<file path="src/rtl/pad_bidir_pkg.sv">
// Shared types and sizing helpers for the bidirectional pad scheduler.
package pad_bidir_pkg;

    typedef enum logic [1:0] {
        StIdle,
        StDrive,
        StTurn,
        StSample
    } state_e;

    // Wide enough for the longest phase count without wrapping.
    function automatic int unsigned cnt_width(input int unsigned hold,
                                              input int unsigned turn,
                                              input int unsigned sync);
        int unsigned m;
        m = hold;
        if (turn > m) m = turn;
        if (sync + 1 > m) m = sync + 1;
        return $clog2(m + 1);
    endfunction

    function automatic int unsigned idx_width(input int unsigned n);
        return (n > 1) ? $clog2(n) : 1;
    endfunction

endpackage

</file>
<file path="src/rtl/pad_rr_arb.sv">
// Combinational round-robin picker: first requester at or after ptr_i wins.
module pad_rr_arb
    import pad_bidir_pkg::*;
#(
    parameter int unsigned NumReq = 2,
    parameter int unsigned IdxW   = idx_width(NumReq)
) (
    input  logic [NumReq-1:0] req_i,
    input  logic [IdxW-1:0]   ptr_i,
    output logic [NumReq-1:0] gnt_o,
    output logic [IdxW-1:0]   idx_o,
    output logic              valid_o
);

    logic [IdxW-1:0] cand;

    always_comb begin
        gnt_o   = '0;
        idx_o   = '0;
        valid_o = 1'b0;
        cand    = '0;
        for (int unsigned i = 0; i < NumReq; i++) begin
            cand = IdxW'((32'(ptr_i) + i) % NumReq);
            if (!valid_o && req_i[cand]) begin
                valid_o     = 1'b1;
                idx_o       = cand;
                gnt_o[cand] = 1'b1;
            end
        end
    end

endmodule

</file>
<file path="src/rtl/pad_bidir_sched.sv">
// Arbitrates a shared bidirectional pad group between requesters, enforcing
// drive hold, release turnaround and a synchronised sample path.
module pad_bidir_sched
    import pad_bidir_pkg::*;
#(
    parameter int unsigned NumReq     = 2,
    parameter int unsigned Width      = 8,
    parameter int unsigned HoldCycles = 2,
    parameter int unsigned TurnCycles = 1,
    parameter int unsigned SyncStages = 2
) (
    input  logic                           clk_i,
    input  logic                           rst_i,
    input  logic [NumReq-1:0]              req_i,
    input  logic [NumReq-1:0]              we_i,
    input  logic [NumReq-1:0][Width-1:0]   wdata_i,
    output logic [NumReq-1:0]              gnt_o,
    output logic [Width-1:0]               rdata_o,
    output logic [NumReq-1:0]              rvalid_o,
    output logic [Width-1:0]               pad_din_o,
    output logic [Width-1:0]               pad_oen_o,
    input  logic [Width-1:0]               pad_dout_i
);

    localparam int unsigned IdxW = idx_width(NumReq);
    localparam int unsigned CntW = cnt_width(HoldCycles, TurnCycles, SyncStages);

    localparam logic [CntW-1:0] HoldLast = CntW'(HoldCycles - 1);
    localparam logic [CntW-1:0] TurnLast = CntW'((TurnCycles > 0) ? TurnCycles - 1 : 0);
    localparam logic [CntW-1:0] SampLast = CntW'(SyncStages);

    state_e            state_q, state_d;
    logic [CntW-1:0]   cnt_q, cnt_d;
    logic [IdxW-1:0]   ptr_q, ptr_d;
    logic [IdxW-1:0]   owner_q, owner_d;
    logic [NumReq-1:0] gnt_q, gnt_d;
    logic [NumReq-1:0] rvalid_q, rvalid_d;
    logic [Width-1:0]  rdata_q, rdata_d;
    logic [Width-1:0]  din_q, din_d;
    logic [Width-1:0]  oen_q, oen_d;

    logic [Width-1:0]  sync_q [SyncStages];

    logic [NumReq-1:0] arb_gnt;
    logic [IdxW-1:0]   arb_idx;
    logic              arb_valid;

    pad_rr_arb #(
        .NumReq (NumReq),
        .IdxW   (IdxW)
    ) u_arb (
        .req_i   (req_i),
        .ptr_i   (ptr_q),
        .gnt_o   (arb_gnt),
        .idx_o   (arb_idx),
        .valid_o (arb_valid)
    );

    // pad_dout_i is asynchronous to clk_i.
    always_ff @(posedge clk_i) begin
        if (rst_i) begin
            for (int unsigned i = 0; i < SyncStages; i++) sync_q[i] <= '0;
        end else begin
            sync_q[0] <= pad_dout_i;
            for (int unsigned i = 1; i < SyncStages; i++) sync_q[i] <= sync_q[i-1];
        end
    end

    always_comb begin
        state_d  = state_q;
        cnt_d    = cnt_q + CntW'(1);
        ptr_d    = ptr_q;
        owner_d  = owner_q;
        gnt_d    = '0;
        rvalid_d = '0;
        rdata_d  = rdata_q;
        din_d    = din_q;
        oen_d    = oen_q;

        unique case (state_q)
            StIdle: begin
                cnt_d = '0;
                if (arb_valid) begin
                    gnt_d   = arb_gnt;
                    owner_d = arb_idx;
                    ptr_d   = (arb_idx == IdxW'(NumReq - 1)) ? '0 : arb_idx + IdxW'(1);
                    if (we_i[arb_idx]) begin
                        state_d = StDrive;
                        din_d   = wdata_i[arb_idx];
                        oen_d   = '0;
                    end else begin
                        state_d = StSample;
                    end
                end
            end
            StDrive: begin
                if (cnt_q == HoldLast) begin
                    oen_d   = '1;
                    cnt_d   = '0;
                    state_d = (TurnCycles > 0) ? StTurn : StIdle;
                end
            end
            StTurn: begin
                if (cnt_q == TurnLast) begin
                    cnt_d   = '0;
                    state_d = StIdle;
                end
            end
            StSample: begin
                if (cnt_q == SampLast) begin
                    rdata_d           = sync_q[SyncStages-1];
                    rvalid_d[owner_q] = 1'b1;
                    cnt_d             = '0;
                    state_d           = StIdle;
                end
            end
            default: begin
                state_d = StIdle;
                oen_d   = '1;
            end
        endcase
    end

    // Reset releases the pads on the same edge, aborting any transaction.
    always_ff @(posedge clk_i) begin
        if (rst_i) begin
            state_q  <= StIdle;
            cnt_q    <= '0;
            ptr_q    <= '0;
            owner_q  <= '0;
            gnt_q    <= '0;
            rvalid_q <= '0;
            rdata_q  <= '0;
            din_q    <= '0;
            oen_q    <= '1;
        end else begin
            state_q  <= state_d;
            cnt_q    <= cnt_d;
            ptr_q    <= ptr_d;
            owner_q  <= owner_d;
            gnt_q    <= gnt_d;
            rvalid_q <= rvalid_d;
            rdata_q  <= rdata_d;
            din_q    <= din_d;
            oen_q    <= oen_d;
        end
    end

    assign gnt_o     = gnt_q;
    assign rvalid_o  = rvalid_q;
    assign rdata_o   = rdata_q;
    assign pad_din_o = din_q;
    assign pad_oen_o = oen_q;

endmodule
</file>
<file path="config.mk">
export PLATFORM = sky130hd
export DESIGN_NAME = pad_bidir_sched
export DESIGN_NICKNAME = d
export VERILOG_FILES = /design/src/rtl/pad_bidir_pkg.sv /design/src/rtl/pad_rr_arb.sv /design/src/rtl/pad_bidir_sched.sv
export SDC_FILE = /design/constraint.sdc
export NUM_CORES = 1
export LEC_CHECK = 0
export ABC_AREA = 1
export BUFFER_PORTS_ARGS = -buffer_cell sky130_fd_sc_hd__buf_4
export CAP_MARGIN = 10
export CORE_MARGIN = 1
export CORE_UTILIZATION = 50
export DETAILED_ROUTE_END_ITERATION = 16
export PLACE_DENSITY_LB_ADDON = 0.05
export SLEW_MARGIN = 20
export SYNTH_ARGS = -nofsm -noshare
export SYNTH_HDL_FRONTEND = slang
export SYNTH_SLANG_ARGS = --single-unit
</file>
<file path="constraint.sdc">
create_clock -name clk_i -period 1.56 [get_ports clk_i]
set_input_delay 0.312 -clock clk_i [delete_from_list [all_inputs] [get_ports clk_i]]
set_output_delay 0.312 -clock clk_i [all_outputs]
set_load 0.05 [all_outputs]
</file>
### After elaboration in Yosys (flattened, before gate mapping)

Memory sizes are Yosys's and may differ from the RTL's. A register that Yosys moved wholly into a read port is not among the register bits.
Index checks and enable logic that the tools add are counted.

* flip-flop bits (word level): 26
* memory bits (writable): 16
* bits of input ports: 30
* output and inout port bits: 28
* logic and storage cells: 91
* memories kept: 1

* add/subtract/negate cells: 3
* magnitude comparators: 7
* equal/unequal tests: 10
* muxes and demuxes: 40
* bitwise operators: 7
* reductions and logical operators: 15

Memory list
* sync_q: depth 2, bits a word 8, read ports 2, clocked after memory_dff 1, write ports 2, line pad_bidir_sched.sv:42 `logic [Width-1:0] sync_q [SyncStages];`

Operators with widths (number)
* 8-bit 2-to-1 mux: 7
* 2-bit 2-to-1 mux: 10
* 1-bit 2-to-1 mux: 17
* 2-bit case mux with 4 select lines: 2
* 8-bit case mux with 2 select lines: 1
* 2-bit != test (second input constant): 5
* 1-bit by 2-bit < comparator with 1-bit output (second input constant): 4
* 4-bit AND reduction: 2
* 2-bit == test (second input constant): 3
* 3-bit OR reduction: 2
* 2-bit by 1-bit == test with 1-bit output (second input constant): 2
* 1-bit logical AND: 4
* 2-bit zero test: 2
* 1-bit NOT: 4
* 2-bit AND reduction: 2
* 1-bit demux with 1-bit select: 3
* 1-bit greater-or-equal comparator (second input constant): 3
* 3-bit AND reduction: 1
* 1-bit adder (second input constant): 2
* 2-bit by 1-bit adder with 2-bit output (second input constant): 1
* 1-bit bitwise OR: 2
* 2-bit bitwise OR: 1
* 2-bit nonzero test: 1
* 1-bit zero test: 1

### Logic depth before layout (Yosys ltp)

Gate-level depths: netlist of the first run.

* depth in word-level cells: 11
* depth in mapped cells: 9
* mapped depth without buffers: 9

### Cells and area by module

A second synthesis of the first run with hierarchy kept.

* cell total of the unflattened synthesis: 255
* area total of the unflattened synthesis: 1860.5 um^2

By module, submodules not included
* pad_bidir_sched: times used 1, cells an instance 241, area each 1805.5 um^2, sequential area each 860.8 um^2
* pad_rr_arb: times used 1, cells an instance 14, area each 55.1 um^2, sequential area each 0.0 um^2

### Least setup slack after synthesis of the first run

OpenSTA, ideal clock, no wires.

* kind: register to output
* start point: register pad_oen_o[6] (netlist name)
* end point: output port pad_oen_o[1]
* arrival time: 1.032 ns
* data required time: 1.248 ns
* slack: 0.216 ns
* stages on the path, launching flop included: 2
* buffers on the path: 1
* cell sequence: dfxtp_1 > buf_4

RTL lines
* to (decl): line pad_bidir_sched.sv:21 `output logic [Width-1:0] pad_oen_o,`

### Worst setup path in the final report of the first run

* start point: register cnt_q[0]
* end point: register rdata_q[2] (netlist: rdata_o[2]) (read register of sync_q)

* longest elaborated chain between the ends: 2

Ends and longest elaborated chain
* from (decl): line pad_bidir_sched.sv:33 `logic [CntW-1:0] cnt_q, cnt_d;`
* from (signal assigned): line pad_bidir_sched.sv:138 `cnt_q <= cnt_d;`
* 2-bit == test: line pad_bidir_sched.sv:110 `if (cnt_q == SampLast) begin`
* 2-bit AND reduction (no line)
* to (decl): line pad_bidir_sched.sv:38 `logic [Width-1:0] rdata_q, rdata_d;`

No other way between the ends.
A chain may end at the register's enable or synchronous reset.

==> impl_metrics.ini, run 1 <==
[floorplan]
coreArea_mm2 = 0.00344
start_util_pct = 53.7
fp-row-count = 21
die-area_mm2 = 0.00395
die_y_um = 62.8
die_w_um = 62.8
pin_count = 58

[critical_path]
r2r_end = rdata_o[2]$_SDFFE_PP0P_
arrival_ns = 1.54
cp.required_ns = 1.74
timing.rr.start = cnt_q[0]$_SDFF_PP0_
r2r_slack_ns = 0.19
crit_path_max_fanout = 18
end_kind = flop
path_class = reg2reg
start_kind = flop
worstRegToRegCells = 5

[cells_and_area]
multi_input_area_um2 = 687
nFillCells = 309
final_common_cell = buf_4
area_delta_synth_final_pct = 28.3
regArea_um2 = 861
num_antenna_cells = 0
nNetsFinal = 340
final_core_util_pct = 69.0
drive_gt1_share_pct = 26.1
final_cell_mix = buf_4 (62), nand2_1 (57), inv_1 (46)

[drt]
wl_um = 3340
met3_length_um = 210
drt_iter0_drc = 65
ant_nets = 0
drc_errors = 0
vias_per_cell = 4.41
dr.pass1.iters = 4
top_layer_used = met4
vias = 1551
wl_met2_um = 1570
wl_per_cell_um = 9.49
wl_met1_um = 1490

[global_routing]
grt_pass1_vias = 1335
track_usage_pct = 18.4
grt_antenna_before_repair = 0
grt_pass1_wl_um = 5620
grt_max_degree = 22
overflow = 0

[timing]
clock_skew_ns = 0.00838
rsz0062_at_grt = no
worst_pin_slew_ns = 0.341
slew_viol_final = 0
post-route-period-util_pct = 87.7
fin_crit_ns = 1.37
final_hold_viol_count = 0
final.setup.tns_ns = 0
fmax_mhz = 731
relSlewSlack_pct = 77.3
setup_viol = 0

[clocking]
clockBufferDepth = 2
post-cts-setup-buffers = 0
cts.sinks = 43
cts_buffers = 5
clk_latency_ns = 0.30
clock-root-buffer = clkbuf_8
tritoncts = done
cts.clk_slew.worst_paths_ns = 0.08
htreeDepth = 2
postCtsHoldBufs = 0
ctsResizeCount = 0

[synthesis]
syn_nets = 287
yosysWarnings = 0
synth_area_mm2 = 0.00185
synth_cell_types = 25
yosysTopAreaCellShare_pct = 46.5
ys_ff_latch = 43
yosysSeqAreaShare_pct = 46.5
netlist_instances = 252
synth_area_per_cell_um2 = 7.34
ys_top_cells_by_area = dfxtp_1 (47%), nand2_1 (12%), inv_1 (9.3%)
synth_top_area_cell = dfxtp_1

[run]
maxCapViolations = 0

[worst_hold_path]
min_to = sync_q[0][3]$_SDFF_PP0_
hold_class = in2reg
min_from = pad_dout_i[3]
min_path_cells = 3

[pwr]
ir_drop_mv = 0.843
p_leak_nw = 1.25
p_per_area_mw_per_mm2 = 1660

[place]
numPortBuffers = 57
globalplace.congestion = 0.783
hpwl_um = 2480

[run_status]
outcome = finished, final reports clean
==> where the power goes <==
part | internal, W | switching, W | total, W
logic | 0.000544 | 0.00116 | 0.00171
clock network | 0.000477 | 0.000384 | 0.000860
registers | 0.00125 | 0.000128 | 0.00138
total | 0.00227 | 0.00168 | 0.00395
==> registers in the layout (all words and copies together) (netlist names) <==
| name | flops |
|---|---|
| sync_q | 16 |
| pad_din_o | 8 |
| rdata_o | 8 |
| cnt_q | 2 |
| gnt_o | 2 |
| rvalid_o | 2 |
| state_q | 2 |
| owner_q | 1 |
| pad_oen_o | 1 |
| ptr_q | 1 |
==> final cells by class <==
| class | instances | share of cell area [%] |
|---|---|---|
| well taps | 46 | 2.42 |
| clock inverters | 3 | 1.85 |
| multi-input cells | 144 | 28.9 |
| inverters | 49 | 8.01 |
| flip-flops and latches | 43 | 36.3 |
| repair buffers | 62 | 19.6 |
| clock buffers | 5 | 2.90 |
==> Yosys cell counts <==
master,number
clkinv_2,1
a21oi_1,10
nand2_2,2
dfxtp_1,43
nand3_4,1
nor2_8,1
a31oi_1,1
inv_6,1
buf_4,7
o21ai_0,10
nor3_1,1
nor2_2,1
inv_2,1
nand3_1,13
nand3_2,1
nand2_1,57
clkbuf_1,4
nor3b_1,1
nand2_4,1
buf_2,2
inv_1,46
buf_6,3
nor2_1,38
nand4_1,1
ha_1,5
==> cell families after synthesis <==
group | after synthesis | share of synthesized area, %
compound gates | 21 | 5.75
flops | 43 | 46.5
buf+inv | 65 | 16.3
fa+ha+maj | 5 | 3.38
simple gates | 118 | 28.0
==> critical path, stage by stage, from the launching register on <==
cell     delay [ns]
dfxtp_1        0.34
inv_1          0.12
ha_1           0.22
nand3_2        0.26
o21ai_0        0.26
a21oi_1        0.05
==> worst max-delay path by stage <==
stage                                   start                 endpoint  slack, ns
floorplan           pad_oen_o[6]$_SDFFE_PP1P_             pad_oen_o[1]       0.22
global placement          cnt_q[0]$_SDFF_PP0_  rdata_o[5]$_SDFFE_PP0P_       0.24
detailed placement        cnt_q[0]$_SDFF_PP0_  rdata_o[4]$_SDFFE_PP0P_       0.18
CTS                       cnt_q[0]$_SDFF_PP0_  rdata_o[4]$_SDFFE_PP0P_       0.16
global route              cnt_q[0]$_SDFF_PP0_  rdata_o[5]$_SDFFE_PP0P_       0.04
finish                    cnt_q[0]$_SDFF_PP0_  rdata_o[2]$_SDFFE_PP0P_       0.19
==> stage by stage <==
stage	hold slack [ns]	total power (W)	area [µm²]	cells	setup WS, ns
floorplan	0.388	0.00282	1850	252	0.216
global placement	0.389	0.00310	2260	344	0.244
detailed placement	0.393	0.00312	2260	344	0.178
CTS	0.211	0.00399	2370	352	0.164
global route	0.202	0.00420	2370	352	0.0377
finish	0.214	0.00395	2370	352	0.193
==> per-layer routing <==
metal / global-route usage [%] / vias up
met5: 0 / -
met4: 9.88 / 0
met3: 6.02 / 6
met2: 30.6 / 50
met1: 20.8 / 648
li1: - / 847
Note: power is estimated with default switching activity, not from simulation.
==> run 2, diff against run 1 <==
--- a/config.mk
+++ b/config.mk
@@ -9,10 +9,11 @@
 export BUFFER_PORTS_ARGS = -buffer_cell sky130_fd_sc_hd__buf_4
 export CAP_MARGIN = 10
 export CORE_MARGIN = 1
-export CORE_UTILIZATION = 50
+export CORE_UTILIZATION = 30
 export DETAILED_ROUTE_END_ITERATION = 16
 export PLACE_DENSITY_LB_ADDON = 0.05
 export SLEW_MARGIN = 20
 export SYNTH_ARGS = -nofsm -noshare
 export SYNTH_HDL_FRONTEND = slang
+export SYNTH_HIERARCHICAL = 1
 export SYNTH_SLANG_ARGS = --single-unit
==> run 2 against run 1 <==
- die area grew 65%
- critical path depth shrank 4
- setup slack gained 0.022 ns
- utilization shrank 28 points
- critical endpoint is now pad_oen_o[0]
- largest cell class unchanged
- synthesized cell count grew 1.2%
- first-iteration DRC count shrank 28%
- count of clock-buffer cells in the layout grew 1
- combinational power is essentially flat
==> impl_metrics.ini, run 2 <==
[pwr]
p_per_area_mw_per_mm2 = 1580
ir_drop_mv = 0.924
p_leak_nw = 1.23
swShare_pct = 44.2
pwr-share-seq_pct = 35.8
netSwitchingPower_w = 0.00170
power_w = 0.00385
intPower_w = 0.00215
clkPwrFrac_pct = 19.8
pwr-share-comb_pct = 44.5

[critical_path]
cp.required_ns = 1.25
path_class = reg2out
cp_slowest_stage_delay_ns = 0.49
crit_buf_inv = 1
cp_cell_sequence = buf_4
cp_slowest_cell = dfxtp_1
crit_path_max_fanout = 9
r2r_slack_ns = 0.22
arrival_ns = 1.03
end_kind = output pin
cp_top_family = flip-flops
start_kind = flop

[place]
numPortBuffers = 57
dp.cells = 380
globalplace.congestion = 0.711
hpwl_um = 2740

[floorplan]
fp-row-count = 28
pin_count = 58
die_y_um = 80.8
die-area_mm2 = 0.00652
coreArea_mm2 = 0.00596
start_util_pct = 31.2
die_w_um = 80.8

[cells_and_area]
regMostFlops = sync_q
drive_gt1_share_pct = 27.2
num_antenna_cells = 0
area_delta_synth_final_pct = 31.3
fin_cells = 388
largest_reg_flops = 16
nNetsFinal = 347
final_cell_mix = nand2_1 (65), buf_4 (65), nor2_1 (42), dfxtp_1 (42), inv_1 (36)

[clocking]
clk_latency_ns = 0.29
cts.clk_slew.worst_paths_ns = 0.08
tritoncts = done
cts.sinks = 43
clock-root-buffer = clkbuf_8
cts_buffers = 5
htreeDepth = 2
postCtsHoldBufs = 0
clockBufferDepth = 2

[drt]
wl_per_cell_um = 9.86
drc_errors = 0
ant_nets = 0
vias_per_cell = 4.09
drt_iter0_drc = 47
dr.pass1.iters = 4
vias = 1586
wl_um = 3830

[global_routing]
grt_antenna_before_repair = 0
track_usage_pct = 12.6
grt_pass1_wl_um = 6240
grt_pass1_vias = 1427
grt_max_degree = 29
overflow = 0

[synthesis]
ys_top_cells_by_area = dfxtp_1 (46%), nand2_1 (13%), nor2_1 (8.7%)
ys_ff_latch = 43
netlist_instances = 255
synth_area_mm2 = 0.00186
synthFlopType = dfxtp_1
synthArstFlopShare_pct = 0
netlist_top_cells_count = nand2_1 (65), dfxtp_1 (43), nor2_1 (43), inv_1 (36), nand3_1 (14)
yosysSeqAreaShare_pct = 46.3
synth_area_per_cell_um2 = 7.30
yosysWarnings = 6
synth_cell_types = 25
syn_nets = 290
synth-edff-count = 0
post-synth-top-count-cell = nand2_1
yosysTopAreaCellShare_pct = 46.3
synth_top_area_cell = dfxtp_1

[worst_hold_path]
hold_class = in2reg

[timing]
setup_viol = 0
worst_pin_slew_ns = 0.296
clock_skew_ns = 0.00340
post-route-period-util_pct = 86.3
fin_crit_ns = 1.35
slew_viol_final = 0
final.setup.tns_ns = 0
fmax_mhz = 743
rsz0062_at_grt = no
relSlewSlack_pct = 80.3
whs_ns = 0.213
final_hold_viol_count = 0

[run_status]
outcome = finished, final reports clean

[run]
maxCapViolations = 0
## run 2: layer usage
layer  GRT usage, %  part of all wire [%]  up-vias
li1               -                     -      875
met1           15.0                    49      667
met2           21.6                    44       39
met3           3.60                   5.8        5
met4           4.29                   1.4        0
met5              0                     0        -
## run 2: area by class of cell
type | instances | area, µm²
well taps | 75 | 93.8
repair buffers | 65 | 488
multi-input cells | 159 | 754
clock buffers | 6 | 82.6
flip-flops and latches | 43 | 862
fillers | 643 | 3510
inverters | 38 | 145
clock inverters | 2 | 16.3
## run 2: worst paths after layout
kind / to / from / cells after the start
setup / recovery: pad_oen_o[0] / pad_oen_o[6]$_SDFFE_PP1P_ / 1
hold / removal: sync_q[0][0]$_SDFF_PP0_ / pad_dout_i[0] / 3
setup reg to reg: pad_din_o[2]$_SDFFE_PP0P_ / ptr_q$_SDFFE_PP0P_ / 7
hold reg to reg: sync_q[1][2]$_SDFF_PP0_ / sync_q[0][2]$_SDFF_PP0_ / 2
## run 2: logic make-up (layout without fill, tap and decap cells)
| logic type | after synthesis | in the layout | share of synthesized area (%) |
|---|---|---|---|
| flops | 43 | 43 | 46.3 |
| fa+ha+maj | 5 | 5 | 3.36 |
| buf+inv | 53 | 111 | 13.3 |
| compound gates | 17 | 17 | 5.65 |
| simple gates | 137 | 137 | 31.4 |
## run 2: timing repair
item	in CTS	in global routing
setup endpoints to repair	0	10
resized for setup	0	2
setup buffers	0	0
## run 2: power groups by stage
stage | combinational [W] | clock (W) | sequential (W)
2_1_floorplan | 0.00113 | 0 | 0.00167
3_3_place_gp | 0.00173 | 0 | 0.00140
3_5_place_dp | 0.00173 | 0 | 0.00141
4_1_cts | 0.00174 | 0.000802 | 0.00138
5_1_grt | 0.00189 | 0.000838 | 0.00140
6_report | 0.00171 | 0.000761 | 0.00138
## run 2: through the flow
step           setup WS, ns  instance area (µm²)  util [%]
5_1_grt              0.0484                 2440      41.0
3_3_place_gp        0.00887                 2340      39.3
3_5_place_dp        -0.0315                 2340      39.3
2_1_floorplan         0.216                 1860         -
4_1_cts              0.0328                 2440      40.9
6_report              0.214                 2440      41.0
==> run 3, diff against run 2 <==
--- a/config.mk
+++ b/config.mk
@@ -8,6 +8,7 @@
 export ABC_AREA = 1
 export BUFFER_PORTS_ARGS = -buffer_cell sky130_fd_sc_hd__buf_4
 export CAP_MARGIN = 10
+export CORE_ASPECT_RATIO = 0.7
 export CORE_MARGIN = 1
 export CORE_UTILIZATION = 30
 export DETAILED_ROUTE_END_ITERATION = 16
==> constraint.sdc (replaced) <==
create_clock -name clk_i -period 1.12 [get_ports clk_i]
set_input_delay 0.168 -clock clk_i [delete_from_list [all_inputs] [get_ports clk_i]]
set_output_delay 0.168 -clock clk_i [all_outputs]
set_load 0.05 [all_outputs]
==> run 3 against run 2 <==
- the flow now finishes with violations (negative setup slack)
- combinational power grew 67%
- highest routed layer unchanged
- sequential power rose by 41%
- count of clock-buffer cells in the layout is 1 higher
- critical endpoint is now pad_din_o[2]$_SDFFE_PP0P_
- flip-flop and latch count unchanged
- global-route usage increased by 0.78 points
- setup slack lost 0.34 ns
- critical path depth up 6
- clock power up 75%
- utilization increased by 5.6 points
- die area about the same
- clock skew up 0.0050 ns
==> impl_metrics.ini, run 3 (same netlist as run 2, synthesis figures left out) <==
[run_status]
outcome = finished, violations left
violations = negative setup slack

[clocking]
tritoncts = done
clockBufferDepth = 2
htreeDepth = 2
cts.sinks = 43
clk_latency_ns = 0.29
clock-root-buffer = clkbuf_8
postCtsHoldBufs = 0
cts_buffers = 5
cts.clk_slew.worst_paths_ns = 0.09

[timing]
fin_crit_ns = 1.25
setup_viol = 15
post-route-period-util_pct = 111
rsz0062_at_grt = yes
clock_skew_ns = 0.00839
worst_pin_slew_ns = 0.271
final_hold_viol_count = 0
slew_viol_final = 0
fmax_mhz = 803
relSlewSlack_pct = 81.9
setup_ws_ns = -0.125

[critical_path]
cp_top_family = simple AND/OR/NAND/NOR gates
cp_slowest_stage_delay_ns = 0.37
arrival_ns = 1.49
cp_cell_sequence = nor2_4 -> nor2_1 -> nand2_2 -> nand2_4 -> a21oi_4 -> nor2_1 -> nor2_1
path_common_cell = nor2_1
crit_path_max_fanout = 8
path_class = reg2reg
cp_slowest_cell = dfxtp_4
crit_buf_inv = 0
cp.required_ns = 1.36
r2r_slack_ns = -0.13
start_kind = flop
end_kind = flop

[place]
dp.cells = 390
globalplace.congestion = 0.759
hpwl_um = 2870
post-place-ws_ns = -0.218
numPortBuffers = 57

[floorplan]
die_y_um = 67.9
die_w_um = 96.1
fp-row-count = 23
pin_count = 58
coreArea_mm2 = 0.00584
start_util_pct = 31.8
die-area_mm2 = 0.00653

[worst_hold_path]
hold_class = in2reg

[cells_and_area]
num_antenna_cells = 0
nNetsFinal = 362
largest_reg_flops = 16
fin_cells = 403
final_cell_mix = buf_4 (75), nand2_1 (60), nor2_1 (42)
regMostFlops = sync_q
final_common_cell = buf_4
area_delta_synth_final_pct = 46.3
final_core_util_pct = 46.6
drive_gt1_share_pct = 36.0

[run]
maxCapViolations = 0

[pwr]
ir_drop_mv = 0.960
p_per_area_mw_per_mm2 = 2250
p_leak_nw = 1.37

[drt]
wl_um = 3910
vias = 1667
drt_iter0_drc = 48
drc_errors = 0
vias_per_cell = 4.14
ant_nets = 0
dr.pass1.iters = 4
wl_per_cell_um = 9.70

[global_routing]
grt_pass1_vias = 1493
track_usage_pct = 13.4
grt_pass1_wl_um = 6650
grt_max_degree = 29
grt_antenna_before_repair = 0
overflow = 0
==> run 3: cell count changes in the layout (fill, tap and decap cells not counted), sizes merged <==
cell      before  now
clkbuf         6    7
bufinv         0    1
buf           65   80
clkinvlp       1    0
clkinv         1    0
==> run 3: worst paths after layout <==
path                           start                        end  cells past startpoint
max               ptr_q$_SDFFE_PP0P_  pad_din_o[2]$_SDFFE_PP0P_                      7
min reg2reg  sync_q[0][2]$_SDFF_PP0_    sync_q[1][2]$_SDFF_PP0_                      2
max reg2reg       ptr_q$_SDFFE_PP0P_  pad_din_o[2]$_SDFFE_PP0P_                      7
min                    pad_dout_i[6]    sync_q[0][6]$_SDFF_PP0_                      3
==> run 3: layer usage <==
layer  track usage, %  vias up  wire length (µm)
met5                0        -                 0
met2             19.7       39              1600
li1                 -      904                 -
met4             4.48        0                41
met1             18.7      719              2040
met3             3.78        5               223
==> run 3: cell type report <==
class / count / area [µm²]
clock inverters: 1 / 30.0
well taps: 75 / 93.8
inverters: 38 / 150
repair buffers: 80 / 637
fillers: 603 / 3120
flip-flops and latches: 43 / 870
clock buffers: 7 / 97.6
multi-input cells: 159 / 843
==> run 3: worst reg2reg max path, cell delays in order, from the launching register on <==
cell and delay, ns:
dfxtp_4 0.37, nor2_4 0.16, nor2_1 0.08, nand2_2 0.09, nand2_4 0.07, a21oi_4 0.25, nor2_1 0.08, nor2_1 0.10
==> run 3: stage by stage <==
stage	cell area, µm²	total power (W)	TNS (ns)	hold WS, ns
6_report	2720	0.00612	-1.26	0.0714
3_5_place_dp	2450	0.00456	-2.92	0.373
5_1_grt	2720	0.00653	-3.07	0.0670
2_1_floorplan	1880	0.00393	-0.107	0.275
3_3_place_gp	2450	0.00457	-2.50	0.369
4_1_cts	2650	0.00603	-1.66	0.0609
==> run 3: repair_timing <==
| action | in CTS | in global routing |
|---|---|---|
| pin swaps | 9 | 12 |
| endpoints found under the setup margin | 26 | 29 |
| setup buffers | 3 | 2 |
| gates resized for setup | 10 | 18 |
==> run 3: power breakdown <==
group	internal [W]	leakage, nW	switching, W
Combinational	0.00105	0.954	0.00179
Sequential	0.00176	0.354	0.000174
Clock	0.000802	0.0636	0.000531
